## config.mk

```make
export PLATFORM = sky130hd
export DESIGN_NAME = mul_arbiter
export DESIGN_NICKNAME = d
export VERILOG_FILES = /design/src/rtl/mul_arbiter.sv
export SDC_FILE = /design/constraint.sdc
export NUM_CORES = 1
export LEC_CHECK = 0
export ABC_AREA = 1
export CORE_MARGIN = 10
export CORE_UTILIZATION = 40
export CTS_BUF_LIST = sky130_fd_sc_hd__clkbuf_4
export DETAILED_ROUTE_END_ITERATION = 10
export GPL_ROUTABILITY_DRIVEN = 0
export PLACE_DENSITY_LB_ADDON = 0.1
export SKIP_CTS_REPAIR_TIMING = 1
export SLEW_MARGIN = 0
export SYNTH_ARGS = -nofsm -noshare
export SYNTH_HDL_FRONTEND = slang
export SYNTH_SLANG_ARGS = --single-unit
```

## constraint.sdc

```tcl
create_clock -name clk -period 8.6 [get_ports clk]
set_input_delay 2.15 -clock clk [delete_from_list [all_inputs] [get_ports clk]]
set_output_delay 2.15 -clock clk [all_outputs]
set_load 0.005 [all_outputs]
```

## src/rtl/mul_arbiter.sv

```systemverilog
// mul_arbiter: round-robin front end that lets two requesters share
// one sequential sign-magnitude multiplier, with a stop watchdog.
//
// Ports:
//   clk, rst             clock, asynchronous active-high reset
//   req0/a0/b0           requester 0 request and factors
//   req1/a1/b1           requester 1 request and factors
//   ack0, ack1           grant-cycle pulse, operands captured
//   done, done_id        result-valid pulse and owning requester
//   err                  with done: 1 = watchdog abort
//   result, result_sign  60-bit product magnitude and its sign
//   busy                 high whenever the FSM is not idle
//   mul_start            start strobe to the multiplier
//   mul_operand          shared operand bus (first, then second)
//   mul_out, mul_sign    multiplier product and sign
//   mul_stop             multiplier completion strobe

module mul_arbiter #(
   parameter int unsigned MAX_WAIT = 12
) (
   input  logic        clk,
   input  logic        rst,
   input  logic        req0,
   input  logic [30:0] a0,
   input  logic [30:0] b0,
   input  logic        req1,
   input  logic [30:0] a1,
   input  logic [30:0] b1,
   output logic        ack0,
   output logic        ack1,
   output logic        done,
   output logic        done_id,
   output logic        err,
   output logic [59:0] result,
   output logic        result_sign,
   output logic        busy,
   output logic        mul_start,
   output logic [30:0] mul_operand,
   input  logic [59:0] mul_out,
   input  logic        mul_sign,
   input  logic        mul_stop
);

   typedef enum logic [2:0] {
      S_IDLE,
      S_LOAD1,
      S_LOAD2,
      S_WAIT,
      S_DONE
   } state_t;

   localparam logic [3:0] WD_LAST = 4'(MAX_WAIT - 1);

   state_t      state;
   logic [30:0] a_q;
   logic [30:0] b_q;
   logic        id_q;
   logic        rr_last;
   logic [3:0]  wd;
   logic        gnt0;
   logic        gnt1;

   // Grant decode. rr_last is the requester granted most
   // recently; on a tie the other one wins. Gated by rst so
   // no ack escapes while the block is held in reset.
   always_comb begin
      gnt0 = 1'b0;
      gnt1 = 1'b0;
      if (state == S_IDLE && !rst) begin
         unique case (1'b1)
            (req0 && !req1): gnt0 = 1'b1;
            (req1 && !req0): gnt1 = 1'b1;
            (req0 && req1): begin
               gnt0 = rr_last;
               gnt1 = !rr_last;
            end
            default: ;
         endcase
      end
   end

   assign ack0 = gnt0;
   assign ack1 = gnt1;

   // Operand bus follows the state: first factor while the
   // start strobe is high, second factor on the next cycle.
   always_comb begin
      mul_operand = '0;
      unique case (state)
         S_LOAD1: mul_operand = a_q;
         S_LOAD2: mul_operand = b_q;
         default: mul_operand = '0;
      endcase
   end

   always_ff @(posedge clk or posedge rst) begin
      if (rst) begin
         state       <= S_IDLE;
         a_q         <= '0;
         b_q         <= '0;
         id_q        <= 1'b0;
         rr_last     <= 1'b1;
         wd          <= '0;
         done        <= 1'b0;
         done_id     <= 1'b0;
         err         <= 1'b0;
         result      <= '0;
         result_sign <= 1'b0;
         busy        <= 1'b0;
         mul_start   <= 1'b0;
      end else begin
         done      <= 1'b0;
         mul_start <= 1'b0;
         unique case (state)
            S_IDLE: begin
               if (gnt0 || gnt1) begin
                  a_q       <= gnt1 ? a1 : a0;
                  b_q       <= gnt1 ? b1 : b0;
                  id_q      <= gnt1;
                  rr_last   <= gnt1;
                  mul_start <= 1'b1;
                  busy      <= 1'b1;
                  state     <= S_LOAD1;
               end
            end
            S_LOAD1: begin
               state <= S_LOAD2;
            end
            S_LOAD2: begin
               wd    <= '0;
               state <= S_WAIT;
            end
            S_WAIT: begin
               if (mul_stop) begin
                  result      <= mul_out;
                  result_sign <= mul_sign;
                  err         <= 1'b0;
                  done        <= 1'b1;
                  done_id     <= id_q;
                  state       <= S_DONE;
               end else if (wd == WD_LAST) begin
                  // MAX_WAIT cycles in WAIT with no stop
                  result      <= '0;
                  result_sign <= 1'b0;
                  err         <= 1'b1;
                  done        <= 1'b1;
                  done_id     <= id_q;
                  state       <= S_DONE;
               end else begin
                  wd <= wd + 4'd1;
               end
            end
            S_DONE: begin
               busy  <= 1'b0;
               state <= S_IDLE;
            end
            default: begin
               busy  <= 1'b0;
               state <= S_IDLE;
            end
         endcase
      end
   end

endmodule

```

Yosys cells after proc, flatten, opt, wreduce, memory -nomap -nowiden. Index checks and enable logic that the tools add are counted.

Flip-flop bits (word level): 137. Bits of input ports: 190. Output and inout bits: 99. Word-level logic and storage cells: 70.

Add/subtract/negate cells: 1. Equality and inequality tests: 8. Mux-type cells: 29. Bitwise logic cells: 1. Reductions and logical operators: 18.

Operators with widths (number): $mux W60 (2); $mux W31 (2); $pmux W31 S2 (1); $mux W1 (14); $pmux W3 S4 (1); $mux W3 (3); $mux W4 (2); $pmux W4 S2 (1); $reduce_and A2 Y1 (4); $eq A3 B2 Y1 const B (2); $pmux W1 S2 (3); $add A4 B1 Y4 const B (1); $eq A4 B4 Y1 const B (1); $logic_and A1 B1 Y1 (4); $logic_not A1 Y1 (4); $ne A2 B2 Y1 const B (2); $reduce_bool A2 Y1 (2); $eq A3 B1 Y1 const B (1); $logic_not A3 Y1 (1); $ne A3 B3 Y1 const B (1); $reduce_and A3 Y1 (1); $reduce_or A3 Y1 (1); $ne A2 B1 Y1 const B (1); $logic_or A1 B1 Y1 (1); $not A1 Y1 (1).

Depth between registers and ports, before layout.
Depth after elaboration: 7. Mapped depth: 9. Mapped depth without buffers: 8.

Least setup slack after synthesis. No wires, ideal clock.

Kind: input to output. Start: input rst. End: output ack1. Arrival time: 6075 ps. Required time: 6450 ps. Path slack: 375 ps. Stages: 7. Path buffers: 2. Cells stage by stage: inv_1 nand3_2 inv_2 nand2_2 buf_6 buf_2 inv_1.

Word-level cells in the longest chain between the ends: 3.

RTL lines: start: declaration (RTL line 22) `input logic rst,`; $logic_not A1 Y1 (no line); $logic_and A1 B1 Y1 (RTL line 69) `if (state == S_IDLE && !rst) begin`; $mux W1 (RTL line 69); end: declaration (RTL line 30) `output logic ack1,`.

No other way between the ends.

Worst setup path in the final report.
Start: input req1. End: output ack1.

Word-level cells in the longest chain between the ends: 3. Elaborated cells between the ends (all ways): 4. Those cells by class: 2 x mux; 2 x reduce/logical.

RTL lines: start: declaration (RTL line 26) `input logic req1,`; $logic_and A1 B1 Y1 (on tied branches) (RTL line 73, 72); $pmux W1 S2 * (RTL line 70) `unique case (1'b1)`; $mux W1 * (RTL line 69).

Mark *: on every way between the ends. The rest lies on a longest branch, timed or not.

==> flow_metrics.py <==
metrics = {
    "status": {
        "status": "complete, no violations",
    },
    "timing": {
        "finalSetupViolations": 0,
        "min_period_ns": 6.23,
        "clock.fmax_mhz": 160,
        "slew_headroom": 0.417,
        "hold_viol_final": 0,
        "skew_ns": 0.0196,
        "tightest_slew_ns": 0.874,
        "maxSlewViolCount": 0,
        "rsz0062_at_grt": "no",
        "final.setup.tns_ns": 0,
        "post-route-period-util": 0.725,
    },
    "floorplan": {
        "io_pins": 289,
        "die_h_um": 148,
        "start_util": 0.410,
        "die_w_um": 148,
        "num_rows": 46,
        "die_area_mm2": 0.0219,
        "core_area_mm2": 0.0160,
    },
    "logic_synthesis": {
        "syn-instance-count": 718,
        "ys.flop_type": "dfrtp_1",
        "synthTopCellsByArea": "dfrtp_1 (52%), a22o_1 (8.2%), inv_1 (7.6%), nand3b_1 (7.2%), nand3_1 (5.1%)",
        "synth_seq_area_share": 0.523,
        "synth.most_common_cell": "dfrtp_1",
        "syn_avg_cell_area_um2": 9.13,
        "synth_area_mm2": 0.00655,
        "synth_top_area_cell": "dfrtp_1",
        "yosys_warnings": 0,
        "yosysTopAreaCellShare": 0.519,
        "async_flop_share": 1.00,
        "synth.distinct_cells": 26,
        "synth_common_cells": "dfrtp_1 (136), inv_1 (133), nand2_1 (84)",
        "synth_edf_count": 0,
        "ys_seq_elements": 137,
        "mappedNetlistNets": 909,
    },
    "global_routing": {
        "grtUsageTotal": 0.192,
        "grt_max_degree": 92,
        "grt_pass1_vias": 6013,
        "antenna_found_initial": 1,
        "grt_pass1_wl_um": 33600,
        "grt_remaining_overflow": 0,
    },
    "routing": {
        "detail_route.wirelength_um": 21100,
        "viasPerCell": 4.90,
        "via_count": 5954,
        "drc": 0,
        "wl_per_cell_um": 17.4,
        "drt_pass1_iterations": 4,
        "drt_first_iter_violations": 341,
        "ant_nets": 0,
    },
    "pwr": {
        "p_leak_nw": 4.48,
        "design_power_total_mw": 2.92,
        "ir_worst_vdd_uv": 123,
        "p_per_area_mw_per_mm2": 297,
    },
    "worst_hold_path": {
        "hold_end": "busy",
        "min_path_type": "flop to flop",
        "holdPathStages": 2,
        "min_from": "busy",
    },
    "critical_path": {
        "worstSetupEndpointType": "output port",
        "worstPathMaxFanout": 63,
        "start_kind": "input pin",
        "worstSetupPathType": "input pin to output port",
        "worst_ep_arrival_time_ns": 4.08,
        "rrSetupSlack_ns": 5.96,
        "rr_endpoint": "b_q[13]",
        "rr_startpoint": "state[1]",
        "rr_worst_depth": 6,
        "required_ns": 6.45,
    },
    "layout": {
        "syn_to_final_growth_pct": 50.2,
        "utilization": 0.615,
        "regArea_mm2": 0.00343,
        "fill_cells": 1483,
        "multi_input_area_mm2": 0.00235,
        "final_cells": 1214,
        "layout-drive-gt1-share": 0.0542,
        "num-nets-final": 1174,
    },
    "clock_tree": {
        "cts_root_buf": "clkbuf_4",
        "clkSinkCount": 137,
        "clk_pin_slew_ns": 0.11,
        "clk_path_buf_depth": 2,
        "htreeDepth": 4,
        "cts_inserted_buffers": 17,
        "insertion_delay_ns": 0.54,
        "cts_tree": "built",
    },
    "place": {
        "dp.cells": 1180,
        "portBuffers": 288,
        "dpl.hpwl_um": 15200,
    },
    "flow_run": {
        "max-cap-violations": 0,
    },
}
-- flip-flops by register name, summed over array words and instances, names as in the netlist --
signal	flops
mul_start	1
id_q	1
b_q	31
busy	1
rr_last	1
err	1
wd	4
a_q	31
done	1
result_sign	1
state	3
done_id	1
result	60
-- metal layers --
layer	global-route usage	share of wire	wire, µm
met3	0.0827	0.088	1860
met5	0	0	0
met4	0.0520	0.013	278
met1	0.233	0.42	8790
met2	0.305	0.48	10200
-- power by group --
part / total (mW) / internal, mW / switching [mW] / leakage, nW
Combinational: 1.39 / 0.757 / 0.631 / 2.63
Clock: 0.467 / 0.230 / 0.237 / 0.157
Sequential: 1.07 / 0.944 / 0.125 / 1.70
Total: 2.92 / 1.93 / 0.993 / 4.48
-- worst max-delay path by stage --
stage	slack (ns)	endpoint	start
2_1_floorplan	0.37	ack1	rst
6_report	2.37	ack1	req1
4_1_cts	2.33	ack1	req1
3_3_place_gp	2.34	ack1	req1
3_5_place_dp	2.32	ack1	rst
5_1_grt	2.22	ack1	rst
-- cell families (layout without fill, tap and decap cells) --
family | after synthesis | in the layout | synth area share
XOR/XNOR | 2 | 2 | 0.00267
AND/OR/NAND/NOR | 224 | 224 | 0.182
buffers and inverters | 189 | 467 | 0.118
AO/OA/AOI/OAI | 165 | 165 | 0.172
adder cells (fa/ha/maj) | 1 | 1 | 0.00191
flip-flops | 137 | 137 | 0.523
other | 0 | 2 | 0
-- cell type report --
class | instances | area share
inverters | 138 | 0.0531
multi-input cells | 392 | 0.239
repair buffers | 297 | 0.300
clock buffers | 18 | 0.0137
flip-flops and latches | 137 | 0.348
clock inverters | 14 | 0.0183
diodes | 2 | 0.000508
well taps | 216 | 0.0275
-- cell usage in the layout (no fill, tap or decap), drive strengths merged --
cell,netlist,routed
ha,1,1
a21oi,2,2
dfstp,1,1
nand3,68,68
o31ai,1,1
clkdlybuf4s50,0,288
clkinvlp,0,4
nor2,7,7
o22ai,31,31
buf,33,9
diode,0,2
xor2,2,2
nand2,86,86
nand3b,63,63
clkinv,0,6
inv,138,138
a22o,61,61
dfrtp,136,136
o21ai,69,69
clkbuf,18,18
a22oi,1,1
bufinv,0,4
-- per-stage QoR --
stage                     instance area, µm²  hold WS [ns]  worst slack [ns]
after floorplan                         6550         0.464             0.375
after global placement                  9520         0.458              2.34
after detailed placement                9520         0.473              2.32
after CTS                               9840         0.502              2.33
after global routing                    9840         0.517              2.22
final                                   9840         0.489              2.37
-- worst max-delay path: stages --
cell and delay [ns]:
clkdlybuf4s50_1 0.50, inv_2 0.09, a21oi_4 0.10, buf_4 0.55, nand2_2 0.11, inv_1 0.07
clkdlybuf4s50_1 0.50
Power figures use the tool's default switching activity.
